==> config.mk <==
export PLATFORM = sky130hd
export DESIGN_NAME = imem_fetch_sequencer
export DESIGN_NICKNAME = d
export VERILOG_FILES = /design/src/rtl/imem_fetch_sequencer.sv
export SDC_FILE = /design/constraint.sdc
export NUM_CORES = 1
export LEC_CHECK = 0
export ABC_CLOCK_PERIOD_IN_PS = 7400
export BUFFER_PORTS_ARGS = -buffer_cell sky130_fd_sc_hd__buf_2
export CAP_MARGIN = 20
export CORE_ASPECT_RATIO = 0.6
export CORE_MARGIN = 4
export CORE_UTILIZATION = 55
export CTS_CLUSTER_SIZE = 8
export DETAILED_ROUTE_END_ITERATION = 7
export GPL_TIMING_DRIVEN = 0
export MAX_ROUTING_LAYER = met4
export PLACE_DENSITY = 0.84
export REMOVE_ABC_BUFFERS = 1
export SLEW_MARGIN = 20
export SYNTH_ARGS = -nofsm -noshare
export SYNTH_HDL_FRONTEND = slang
export SYNTH_SLANG_ARGS = --single-unit
==> constraint.sdc <==
create_clock -name in_clk -period 7.4 [get_ports in_clk]
set_input_delay 0.74 -clock in_clk [delete_from_list [all_inputs] [get_ports in_clk]]
set_output_delay 0.74 -clock in_clk [all_outputs]
set_load 0.05 [all_outputs]
==> src/rtl/imem_fetch_sequencer.sv <==
// imem_fetch_sequencer: PC owner feeding a registered instruction queue to decode.
// Optional FETCH_HALT_ON_ZERO_EN: a fetched 32'h0 word halts fetch until a redirect.
module imem_fetch_sequencer #(
  parameter int              PC_W     = 32,
  parameter logic [PC_W-1:0] RESET_PC = '0,
  parameter int              DEPTH    = 2
) (
  input  logic            in_clk,
  input  logic            in_rst,
  input  logic            in_run,
  output logic [PC_W-1:0] out_pc,
  input  logic [31:0]     in_inst,
  input  logic            in_redirect,
  input  logic [PC_W-1:0] in_redirect_pc,
  output logic [31:0]     out_inst,
  output logic [PC_W-1:0] out_inst_pc,
  output logic            out_valid,
  input  logic            in_ready,
  output logic            out_halted
);
  localparam int AW = $clog2(DEPTH);
  localparam int CW = AW + 1;
  typedef enum logic [1:0] {IDLE, FETCH, HALT} state_t;
  state_t state_q, state_d;
  logic [PC_W-1:0] pc_q, pc_d;
  logic [AW-1:0] rd_q, rd_d, wr_q, wr_d;
  logic [CW-1:0] cnt_q, cnt_d;
  logic [31:0] inst_mem [DEPTH];
  logic [PC_W-1:0] pc_mem [DEPTH];
  logic [31:0] last_inst_q;
  logic [PC_W-1:0] last_pc_q;
  logic fetch, room, zero, push, pop;
  assign out_valid = cnt_q != '0;
  assign pop = out_valid && in_ready && !in_redirect;
  assign fetch = state_q == FETCH && in_run && !in_redirect;
  assign room = cnt_q < CW'(DEPTH) || pop;
`ifdef FETCH_HALT_ON_ZERO_EN
  assign zero = fetch && in_inst == 32'h0;
  assign out_halted = state_q == HALT;
`else
  assign zero = 1'b0;
  assign out_halted = 1'b0;
`endif
  assign push = fetch && room && !zero;
  assign out_pc = pc_q;
  // head is read straight from the queue; the last head is held once it drains
  assign out_inst = out_valid ? inst_mem[rd_q] : last_inst_q;
  assign out_inst_pc = out_valid ? pc_mem[rd_q] : last_pc_q;
  always_comb begin
    state_d = state_q == IDLE ? (in_run ? FETCH : IDLE) :
              state_q == HALT ? (in_redirect ? FETCH : HALT) :
              !in_run ? IDLE : zero ? HALT : FETCH;
    pc_d = in_redirect ? in_redirect_pc : push ? pc_q + PC_W'(1) : pc_q;
    rd_d = in_redirect ? '0 : pop ? rd_q + AW'(1) : rd_q;
    wr_d = in_redirect ? '0 : push ? wr_q + AW'(1) : wr_q;
    cnt_d = in_redirect ? '0 : cnt_q + CW'(push) - CW'(pop);
  end
  always_ff @(posedge in_clk or posedge in_rst) begin
    if (in_rst) begin
      state_q <= IDLE;
      pc_q <= RESET_PC;
      rd_q <= '0;
      wr_q <= '0;
      cnt_q <= '0;
      last_inst_q <= '0;
      last_pc_q <= '0;
    end else begin
      state_q <= state_d;
      pc_q <= pc_d;
      rd_q <= rd_d;
      wr_q <= wr_d;
      cnt_q <= cnt_d;
      if (out_valid) begin
        last_inst_q <= inst_mem[rd_q];
        last_pc_q <= pc_mem[rd_q];
      end
    end
  end
  always_ff @(posedge in_clk) begin
    if (push) begin
      inst_mem[wr_q] <= in_inst;
      pc_mem[wr_q] <= pc_q;
    end
  end
endmodule
==> flow_metrics.env <==
export IMPL_antenna_found_initial=1
export IMPL_synthDistinctLibCells=50
export IMPL_cp_startpoint="in_redirect"
export IMPL_yosysMostFrequentCell="edfxtp_1"
export IMPL_maxCapViolations=0
export IMPL_postRouteWirelength_um=20000
export IMPL_slew_headroom=0.367
export IMPL_cp_required_ps=7570
export IMPL_grt_start_max_net_pins=70
export IMPL_path_class="in2reg"
export IMPL_hold_path_class="in2async"
export IMPL_final_util=0.711
export IMPL_netlist_top_cell_by_area="edfxtp_1"
export IMPL_worstReg2RegEnd="inst_mem[0][6]"
export IMPL_rrSetupSlack_ps=4260
export IMPL_critPathMaxStageDelay_ps=720
export IMPL_cts_made_buffers=34
export IMPL_power_density_mw_per_mm2=399
export IMPL_setup_tns_ps=0
export IMPL_cts_max_level=2
export IMPL_cts_root_buf="clkbuf_16"
export IMPL_drive_gt1_frac=0.260
export IMPL_synth_common_cells="edfxtp_1 (128), dfrtp_1 (102), nor2_1 (83)"
export IMPL_clk_pin_slew_worst_paths_ps=50
export IMPL_grt_ovfl_total=0
export IMPL_layout_nets=915
export IMPL_synthFlopType="edfxtp_1"
export IMPL_vias_per_cell=5.62
export IMPL_end_kind="flip-flop"
export IMPL_setup_viol=0
export IMPL_ys_ff_latch=230
export IMPL_portBuffers=165
export IMPL_arrival_ps=3740
export IMPL_cts_sinks=230
export IMPL_dieArea_mm2=0.0186
export IMPL_timing_final_crit_share=0.482
export IMPL_cts_tree="yes"
export IMPL_grt_pass1_wl_um=31800
export IMPL_skew_ps=18.3
export IMPL_status="complete, no violations"
export IMPL_insertion_delay_ps=480
export IMPL_worstMarginPinSlew_ps=950
export IMPL_cts_resized=0
export IMPL_synth_top_area_frac=0.425
export IMPL_grt_usage=0.221
export IMPL_p_leak_nw=4.33
export IMPL_detailed_place_hpwl_um=12600
export IMPL_wire_per_inst_um=18.7
export IMPL_crit_reg2reg_launch="state_q[1]"
export IMPL_cp_cell_sequence="buf_2, nand4bb_1, nor2_4, inv_1, nor2_4, buf_12, buf_16"
export IMPL_syn_area_per_cell_um2=13.5
export IMPL_start_util=0.575
export IMPL_syn_inst=671
export IMPL_p_total_mw=4.46
export IMPL_io_pins=167
export IMPL_cp_start_kind="input port"
export IMPL_dpl_cell_count=1009
export IMPL_drt_pass1_iter_count=5
export IMPL_rsz0062_at_grt="no"
export IMPL_cpMostUsedCell="nor2_4"
export IMPL_yosys_top_cells_area="edfxtp_1 (43%), dfrtp_1 (28%), mux2i_1 (7.4%), a21oi_1 (3.7%), nor2_1 (3.4%)"
export IMPL_gp_congestion=0.834
export IMPL_grt_pass1_vias=5900
export IMPL_die_h_um=107
export IMPL_yosysSeqAreaShare=0.708
export IMPL_period_needed_ps=3570
export IMPL_fp_row_count=35
export IMPL_num_vias=6010
export IMPL_drc_errors=0
export IMPL_synth_edf_count=128
export IMPL_cts_buffer_depth=3
export IMPL_fmax_ghz=0.280
export IMPL_finalHoldViolCount=0
export IMPL_ctsHoldBuffers=0
export IMPL_critPathBufInv=4
export IMPL_synth_async_reset_ratio=0.443
export IMPL_crit_path_top_delay_cell="nor2_4"
export IMPL_path_max_fanout=51
export IMPL_vdd_ir_drop_max_mv=0.312
export IMPL_antenna_left=0
export IMPL_reg2regPathDepth=6
export IMPL_drv_slew=0
export IMPL_dr_first_iter_drc_count=530
export IMPL_area_delta_synth_final_pct=23.7
export IMPL_cts_setup_buffers=0
export IMPL_fin_cells=1070
export IMPL_syn_cell_area_mm2=0.00903
export IMPL_cpLargestDelayFamily="simple AND/OR/NAND/NOR gates"
export IMPL_fp_dieW_um=173
export IMPL_coreArea_mm2=0.0157
export IMPL_yosys_warnings=0
-- stage by stage --
stage / area [um^2] / worst slack [ps] / hold WS (ps)
6_report: 11200 / 3830 / 252
5_1_grt: 11200 / 3640 / 261
4_1_cts: 11100 / 2980 / 247
3_5_place_dp: 10200 / 2450 / 533
3_3_place_gp: 9960 / -1010 / 517
2_1_floorplan: 8880 / 2130 / 494
-- cells in the final DEF, fill, tap and decap left out, types with 5 or more instances in the layout --
cell       instances
nand3_1           19
dfrtp_1          101
edfxtp_1         128
buf_2            165
nor3_1             5
clkbuf_1          22
o211ai_1           9
nor2_1            81
a21oi_1           67
nor2b_1            6
a31oi_1            7
mux2i_1           67
buf_16             5
nand4_1           10
inv_1              5
clkbuf_16         35
o21ai_0           19
nand2_1           40
o311ai_1           9
-- flip-flops by register name, indices dropped and copies added, names as in the netlist --
name / flops
last_inst_q: 32
out_pc: 32
last_pc_q: 32
cnt_q: 2
wr_q: 1
state_q: 2
inst_mem: 64
pc_mem: 64
rd_q: 1
-- area by class of cell --
| class | instances | area [um^2] |
|---|---|---|
| fillers | 1087 | 4540 |
| clock inverters | 1 | 8.76 |
| clock buffers | 58 | 972 |
| multi-input cells | 397 | 2480 |
| diodes | 1 | 2.50 |
| inverters | 6 | 27.5 |
| well taps | 203 | 254 |
| flip-flops and latches | 230 | 6400 |
| repair buffers | 174 | 1040 |
-- cell families after synthesis --
group / synth area share
other cells: 0.000415
flops: 0.708
compound gates: 0.0853
fa+ha+maj: 0.00415
mux: 0.0755
xor+xnor: 0.00679
buf+inv: 0.0201
simple gates: 0.0998
-- worst reg2reg max path, stage by stage (launching register included) --
cell and delay [ps]:
dfrtp_1 380, nand4bb_1 250, nor2_4 560, inv_1 460
nor2_4 720, buf_12 280, buf_16 200
-- per-layer routing --
layer  GRT usage  part of all wire  wire (um)  up-vias
met5           -                 0          0        -
met3      0.0551             0.088       1770       35
met1       0.314              0.45       9010     2892
met4      0.0552             0.016        314        0
li1            -                 -          -     2822
met2       0.327              0.45       8940      261
-- report_power, final --
group / switching, mW / internal (mW)
logic: 1.09 / 0.301
clock network: 0.510 / 0.884
registers: 0.102 / 1.57
total: 1.70 / 2.76
-- worst max-delay path by stage --
stage                           end  depth (start not counted)  slack (ps)
floorplan            inst_mem[0][0]                          4        2130
global placement    inst_mem[0][14]                          5       -1010
detailed placement  inst_mem[0][14]                          7        2450
CTS                 inst_mem[0][22]                          7        2980
global route        inst_mem[0][17]                          7        3640
finish               inst_mem[0][6]                          7        3830
(Power assumes the default switching activity.)
